**src/rtl/arbiter_pkg.sv**
```systemverilog
// Shared types and helpers for the round-robin arbiter.
// Combinational only; no storage and no flow control.
package arbiter_pkg;

  typedef enum logic {ARB_IDLE, ARB_GRANT} arb_state_t;

  localparam int ARB_MAX_CLIENTS = 64;
  localparam int ARB_MAX_ID_W    = 6;

  function automatic logic [ARB_MAX_CLIENTS-1:0] onehot_from_index(
    input logic [ARB_MAX_ID_W-1:0] idx
  );
    logic [ARB_MAX_CLIENTS-1:0] oh;
    oh      = '0;
    oh[idx] = 1'b1;
    return oh;
  endfunction

endpackage

```
**src/rtl/arbiter_rr_pick.sv**
```systemverilog
// Lowest-index-first picker over (req & mask); purely combinational, zero latency.
// No backpressure: found_o is low and idx_o is zero when nothing is eligible.
module arbiter_rr_pick
  import arbiter_pkg::*;
#(
  parameter int N     = 8,
  parameter int IDX_W = $clog2(N)
) (
  input  logic [N-1:0]     req_i,
  input  logic [N-1:0]     mask_i,
  output logic             found_o,
  output logic [IDX_W-1:0] idx_o
);

  logic [N-1:0] eligible;

  always_comb begin
    eligible = req_i & mask_i;
    found_o  = |eligible;
    idx_o    = '0;
    // Walk downwards so the last hit written is the lowest set index.
    for (int i = N - 1; i >= 0; i--) begin
      if (eligible[i]) begin
        idx_o = IDX_W'(i);
      end
    end
  end

endmodule

```
**src/rtl/arbiter_round_robin_ack.sv**
```systemverilog
// Round-robin arbiter with registered one-hot grant; 1 cycle from request to grant.
// Grant is held until ack or request withdrawal (WAIT_GNT_ACK=1); i_block_arb stops new grants.
module arbiter_round_robin_ack
  import arbiter_pkg::*;
#(
  parameter int   CLIENTS      = 8,
  parameter int   WAIT_GNT_ACK = 1,
  localparam int  ID_W         = $clog2(CLIENTS)
) (
  input  logic               i_clk,
  input  logic               i_rst_n,
  input  logic               i_block_arb,
  input  logic [CLIENTS-1:0] i_req,
  input  logic [CLIENTS-1:0] i_gnt_ack,
  output logic               o_gnt_valid,
  output logic [CLIENTS-1:0] o_gnt,
  output logic [ID_W-1:0]    o_gnt_id,
  output logic [ID_W-1:0]    o_last_id
);

  arb_state_t         state_q;
  logic               gnt_valid_q;
  logic [CLIENTS-1:0] gnt_q;
  logic [ID_W-1:0]    gnt_id_q;
  logic [ID_W-1:0]    last_id_q;

  logic [CLIENTS-1:0] prio_mask;
  logic [CLIENTS-1:0] all_mask;
  logic               m_found;
  logic [ID_W-1:0]    m_idx;
  logic               u_found;
  logic [ID_W-1:0]    u_idx;

  logic               win_found;
  logic [ID_W-1:0]    gnt_id_d;
  logic [CLIENTS-1:0] gnt_d;
  logic               load_d;
  logic               release_d;

  always_comb begin
    prio_mask = '0;
    for (int i = 0; i < CLIENTS; i++) begin
      prio_mask[i] = (i > int'(last_id_q));
    end
    all_mask = '1;
  end

  arbiter_rr_pick #(
    .N     (CLIENTS),
    .IDX_W (ID_W)
  ) u_pick_masked (
    .req_i   (i_req),
    .mask_i  (prio_mask),
    .found_o (m_found),
    .idx_o   (m_idx)
  );

  arbiter_rr_pick #(
    .N     (CLIENTS),
    .IDX_W (ID_W)
  ) u_pick_unmasked (
    .req_i   (i_req),
    .mask_i  (all_mask),
    .found_o (u_found),
    .idx_o   (u_idx)
  );

  // Masked winner wins so the search wraps past the last granted client.
  always_comb begin
    win_found = m_found | u_found;
    gnt_id_d  = m_found ? m_idx : u_idx;
    gnt_d     = CLIENTS'(onehot_from_index(ARB_MAX_ID_W'(gnt_id_d)));
    load_d    = !i_block_arb && win_found;
    if (WAIT_GNT_ACK != 0) begin
      release_d = !i_req[gnt_id_q] || i_gnt_ack[gnt_id_q];
    end else begin
      release_d = 1'b1;
    end
  end

  always_ff @(posedge i_clk or negedge i_rst_n) begin
    if (!i_rst_n) begin
      state_q     <= ARB_IDLE;
      gnt_valid_q <= 1'b0;
      gnt_q       <= '0;
      gnt_id_q    <= '0;
      last_id_q   <= ID_W'(CLIENTS - 1);
    end else begin
      case (state_q)
        ARB_IDLE: begin
          if (load_d) begin
            gnt_valid_q <= 1'b1;
            gnt_q       <= gnt_d;
            gnt_id_q    <= gnt_id_d;
            last_id_q   <= gnt_id_d;
            state_q     <= ARB_GRANT;
          end
        end
        ARB_GRANT: begin
          if (release_d) begin
            if (load_d) begin
              gnt_valid_q <= 1'b1;
              gnt_q       <= gnt_d;
              gnt_id_q    <= gnt_id_d;
              last_id_q   <= gnt_id_d;
            end else begin
              gnt_valid_q <= 1'b0;
              gnt_q       <= '0;
              gnt_id_q    <= '0;
              state_q     <= ARB_IDLE;
            end
          end
        end
      endcase
    end
  end

  assign o_gnt_valid = gnt_valid_q;
  assign o_gnt       = gnt_q;
  assign o_gnt_id    = gnt_id_q;
  assign o_last_id   = last_id_q;

endmodule
```
**config.mk**
```make
export PLATFORM = sky130hd
export DESIGN_NAME = arbiter_round_robin_ack
export DESIGN_NICKNAME = d
export VERILOG_FILES = /design/src/rtl/arbiter_pkg.sv /design/src/rtl/arbiter_rr_pick.sv /design/src/rtl/arbiter_round_robin_ack.sv
export SDC_FILE = /design/constraint.sdc
export NUM_CORES = 1
export LEC_CHECK = 0
export CORE_MARGIN = 1
export CORE_UTILIZATION = 51
export CTS_CLUSTER_DIAMETER = 40
export DETAILED_ROUTE_END_ITERATION = 6
export GPL_TIMING_DRIVEN = 0
export PLACE_DENSITY = 0.85
export SLEW_MARGIN = 20
export SYNTH_ARGS = -nofsm -noshare
export SYNTH_HDL_FRONTEND = slang
export SYNTH_SLANG_ARGS = --single-unit
```
**constraint.sdc**
```tcl
create_clock -name i_clk -period 5.58 [get_ports i_clk]
set_input_delay 1.395 -clock i_clk [delete_from_list [all_inputs] [get_ports i_clk]]
set_output_delay 1.395 -clock i_clk [all_outputs]
set_load 0.03 [all_outputs]
```
; Yosys cells after proc, flatten, opt, wreduce, memory -nomap -nowiden
; Cells that the tools add are included.
[totals]
elab_cells = 68
in_bits = 19
out_inout_bits = 15
ff_bits = 16
[classes]
n_lt_le_gt_ge = 10
reduce_logical = 8
muxes = 40
eq_ne = 2
bitwise_logic = 3
[ops]
columns = op, n
row1 = $mux 3, 22
row2 = $mux 8, 3
row3 = $pmux 8 s2, 1
row4 = $reduce_or 8->1, 2
row5 = $gt 3x3->1 const A, 4
row6 = $pmux 3 s2, 2
row7 = $and 8x8->8, 1
row8 = $lt 3x7->1 const B, 1
row9 = $mux 1, 7
row10 = $bmux 1 s3, 2
row11 = $gt 2x3->1 const A, 2
row12 = $lt 3x4->1 const B, 1
row13 = $pmux 1 s2, 2
row14 = $demux 1 s3, 1
row15 = $ge 3x1->1 const B, 1
row16 = $gt 1x3->1 const A, 1
row17 = $logic_and 1x1->1, 2
row18 = $logic_not 1->1, 2
row19 = $ne 2x1->1 const B, 1
row20 = $ne 2x2->1 const B, 1
row21 = $reduce_and 2->1, 1
row22 = $logic_or 1x1->1, 1
row23 = $not 1->1, 1
row24 = $or 1x1->1, 1

; Longest topological paths before layout
[depth]
word_depth = 18
ltp_mapped = 6
ltp_nobuf = 5

; By module
; From an unflattened synthesis, not the netlist that was laid out.
[unflattened]
cells_unflattened = 133
hier_area_um2 = 1295.0
[modules_own_cells]
columns = mod, cells_each, instances, area_per_inst_um2, seq_area_each_um2
row1 = arbiter_round_robin_ack, 95, 1, 1044.8, 404.1
row2 = arbiter_rr_pick, 19, 2, 125.1, 0.0

; Worst setup path after synthesis
; OpenSTA, ideal clock, no wires.
[synth_path]
path_type = input -> register
start = in i_req[4]
end = reg gnt_q[0], in the netlist o_gnt[0]
arrival_ns = 2.602
t_required_ns = 5.458
path_buffers = 0
stages = 5
setup_slack_ns = 2.856
setup_ns = 0.122
cell_sequence = o21bai_1 -> nand4_2 -> or3b_1 -> o22a_2 -> a32o_1
[synth_via]
elab_chain_cells = 14
elab_cells_between_ends = 32
cone_classes = 2 x order compare / 2 x eq/ne / 19 x mux / 2 x bitwise / 7 x reduce/logical
[synth_lines]
columns = item, line
row1 = from (decl), arbiter_round_robin_ack.sv:13  ; input logic [CLIENTS-1:0] i_req,
row2 = $and 8x8->8, arbiter_rr_pick.sv:18  ; eligible = req_i & mask_i;
row3 = $mux 3 (5 in a row), arbiter_rr_pick.sv:23  ; if (eligible[i]) begin
row4 = $mux 3, arbiter_round_robin_ack.sv:71  ; gnt_id_d = m_found ? m_idx : u_idx;
row5 = $lt 3x7->1 (not written as such) / $ge 3x1->1 (equally long branches), arbiter_pkg.sv:15  ; oh[idx] = 1'b1;
row6 = $logic_and 1x1->1 (not written as such), arbiter_pkg.sv:15
row7 = $mux 1 (not written as such), arbiter_pkg.sv:15
row8 = $demux 1 s3, arbiter_pkg.sv:15
row9 = $mux 8, arbiter_round_robin_ack.sv:101  ; if (load_d) begin
row10 = $mux 8, arbiter_round_robin_ack.sv:100  ; if (release_d) begin
row11 = $pmux 8 s2, arbiter_round_robin_ack.sv:89  ; case (state_q)
row12 = to (signal assigned), arbiter_round_robin_ack.sv:93  ; gnt_q <= gnt_d;
row13 = to (signal assigned), arbiter_round_robin_ack.sv:103  ; gnt_q <= gnt_d;
row14 = to (decl), arbiter_round_robin_ack.sv:23  ; logic [CLIENTS-1:0] gnt_q;
; Several ways; a longest one is shown, not always the timed one. The select of a mux whose other input is x is not followed.
; A chain may end at the register's enable or synchronous reset.

; Worst setup path in the final report
[layout_path]
start = in i_req[2]
end = reg gnt_q[5], in the netlist o_gnt[5]
[layout_via]
elab_chain_cells = 12
elab_cells_between_ends = 28
cone_classes = 2 x order compare / 2 x eq/ne / 15 x mux / 2 x bitwise / 7 x reduce/logical
[layout_lines]
columns = item, line
row1 = $and 8x8->8, arbiter_rr_pick.sv:18
row2 = $mux 3 (3 in a row), arbiter_rr_pick.sv:23
row3 = $mux 3, arbiter_round_robin_ack.sv:71
row4 = $lt 3x7->1 (not written as such) / $ge 3x1->1 (equally long branches), arbiter_pkg.sv:15
row5 = $logic_and 1x1->1 (not written as such), arbiter_pkg.sv:15
row6 = $mux 1 (not written as such), arbiter_pkg.sv:15
row7 = $demux 1 s3, arbiter_pkg.sv:15
row8 = $mux 8, arbiter_round_robin_ack.sv:101
row9 = $mux 8, arbiter_round_robin_ack.sv:100
row10 = $pmux 8 s2, arbiter_round_robin_ack.sv:89
; Several ways; a longest one is shown, not always the timed one. The select of a mux whose other input is x is not followed.

==> out/metrics.yaml <==
outcome:
  status: "completed"
synthesis:
  yosysWarnings: 0
  synth_area_leaders: "dfrtp_1, mux4_2, dfstp_2"
  ys_seq_area_frac: 0.341
  ys_types: 45
  synth_top_area_cell: "dfrtp_1"
  netlist.area_leader.share: 0.275
  synth_commonest_cells: "dfrtp_1, nand2_1, nand2b_1"
  synth_area_per_cell_um2: 10.4
  yosys_register_bits: 16
  synthesis.nets: 133
  async_flop_share: 1.00
  ys.flop_type: "dfrtp_1"
  syn_inst: 114
  netlist_area_mm2: 0.00118
  synth_edf_count: 0
layout:
  nets: 171
  fin_cells: 179
  fin_area_mm2: 0.00159
  area_growth_pct: 33.9
  num_antenna_cells: 0
  drive_gt1_frac: 0.212
worst_setup_path:
  max_stage_delay_ns: 0.54
  cp-startpoint: "i_req[2]"
  crit_chain: "clkdlybuf4s50_1 -> nor4_1 -> a21boi_0 -> o221ai_1 -> o41ai_1"
  cp_num_buf_inv: 1
  path_class: "in -> reg"
  worstReg2RegStart: "o_last_id[1]"
  worst_ep_arrival_time_ns: 3.47
  crit_path_end_kind: "register"
  path_delay_family: "compound AO/OA/AOI/OAI gates"
  crit_path_start_kind: "input port"
  critPathRequiredTime_ns: 5.75
  critPathMaxFanout: 7
  crit_path_top_delay_cell: "clkdlybuf4s50_1"
clock_tree:
  cts.path.max_buffers: 2
  root_buffer: "clkbuf_4"
  clock_latency_ns: 0.29
  cts_setup_buffers: 0
  hold_buffers: 0
  cts.sink_count: 16
  cts_tree: "yes"
  clk_pin_slew_worst_paths_ns: 0.09
  h-tree-depth: 1
  post_cts_resized: 0
  numCtsBuffers: 3
drt:
  drc: 0
  drtIter0Drc: 21
  wirelength_um: 3170
  num_vias: 1136
  vias_per_cell: 6.35
  dr.pass1.iters: 4
  wl_per_cell_um: 17.7
  ant_nets: 0
die:
  ioPinCount: 34
  rows: 17
  chipWidth_um: 50.2
  die_area_mm2: 0.00252
  fp.coreArea_mm2: 0.00219
  initial_core_util: 0.540
  die_h_um: 50.2
placement:
  gp_congestion: 0.912
  io_buffers: 33
  hpwl_um: 2450
  dp_slack_ns: 2.00
  dp_cells: 175
  placed_cell_area_mm2: 0.00155
timing:
  finalCritPeriodShare: 0.591
  drv_slew: 0
  period_needed_ns: 3.30
  tightestPinTransition_ns: 0.678
  fmax_mhz: 303
  relSlewSlack: 0.547
  setup-violations-final: 0
  rsz0062_at_grt: "false"
  tns_ns: 0
  finalHoldViolations: 0
  finalClockSkew_ns: 0.00422
  setup_slack_ns: 2.28
hold_path:
  min_from: "o_gnt[7]"
  hold_path_class: "reg -> reg"
job:
  maxCapViolations: 0
pwr:
  leakage_nw: 0.597
  power_mw: 0.816
  powerDensity_mw_per_mm2: 515
  peakVddDrop_uv: 362
global_route:
  antenna_found_initial: 0
  grt_pass1_wl_um: 5170
  grt_usage: 0.274
  overflow: 0
  grt_pass1_vias: 1130
  grt_max_degree: 17
[metal layers]
layer,part of all wire,wire length [µm],vias up,track usage
li1,-,-,519,-
met3,0.078,248,5,0.0636
met5,0,0,-,0
met1,0.40,1250,560,0.322
met4,0.011,36,0,0.0810
met2,0.51,1630,52,0.489
[power by group]
group | switching (mW) | leakage [nW] | internal, mW
registers | 0.0454 | 0.200 | 0.168
clock network | 0.0376 | 0.0210 | 0.0398
logic | 0.303 | 0.376 | 0.223
[flip-flops by register name (all words and copies together), names as in the netlist]
register	flops
state_q	1
o_gnt_valid	1
o_gnt	8
o_gnt_id	3
o_last_id	3
[kinds of logic (layout without fill, tap and decap cells)]
kind of cell           count (synthesis)  count (layout)  share of synthesized area
DFF                                   16              16                      0.341
buffers and inverters                  7              44                     0.0317
and+or+nand+nor                       44              44                      0.214
muxes                                  6               6                     0.0930
AOI/OAI and AO/OA                     41              41                      0.320
[worst paths after layout]
check / end / slack (ns) / depth (start not counted)
worst max-delay path: o_gnt[5] / 2.28 / 5
worst min-delay path: o_gnt[7] / 0.51 / 2
worst max register to register: o_gnt[5] / 3.39 / 6
worst min register to register: o_gnt[7] / 0.51 / 2
max in group asynchronous: state_q / 3.64 / 1
min in group asynchronous: o_gnt[1] / 1.50 / 1
[worst min-delay path, cell delays in order (launching register included)]
cell	delay, ns
dfrtp_1	0.36
nand2_1	0.06
o41ai_2	0.05
[layout make-up]
type                            instances  area [µm²]
Multi-Input combinational cell         91         742
Fill cell                             165         606
Sequential cell                        16         404
Timing Repair Buffer                   33         330
Clock buffer                            4        36.3
Tap cell                               28        35.0
Buffer                                  5        30.0
Inverter                                2        7.51
[metrics by stage]
step / hold slack (ns) / utilization
2_1_floorplan: 0.487 / -
4_1_cts: 0.511 / 0.724
5_1_grt: 0.523 / 0.724
3_5_place_dp: 0.464 / 0.707
6_report: 0.507 / 0.724
3_3_place_gp: 0.465 / 0.707
[placed cells by master (no fill, tap or decap), types with 2 or more instances in the layout]
master / n
dfrtp_1: 13
nand2_1: 13
o21ai_0: 3
inv_1: 2
o41ai_1: 2
a32o_1: 4
mux2i_1: 2
buf_4: 2
o21ai_1: 4
clkdlybuf4s50_1: 33
clkbuf_4: 3
nand2b_1: 12
nor2b_1: 2
a31oi_1: 3
dfstp_2: 3
o41ai_2: 2
buf_2: 2
or3b_1: 2
o22ai_1: 2
a21boi_0: 2
a21oi_1: 4
nor2_1: 7
mux4_2: 4
(Power assumes the default switching activity.)
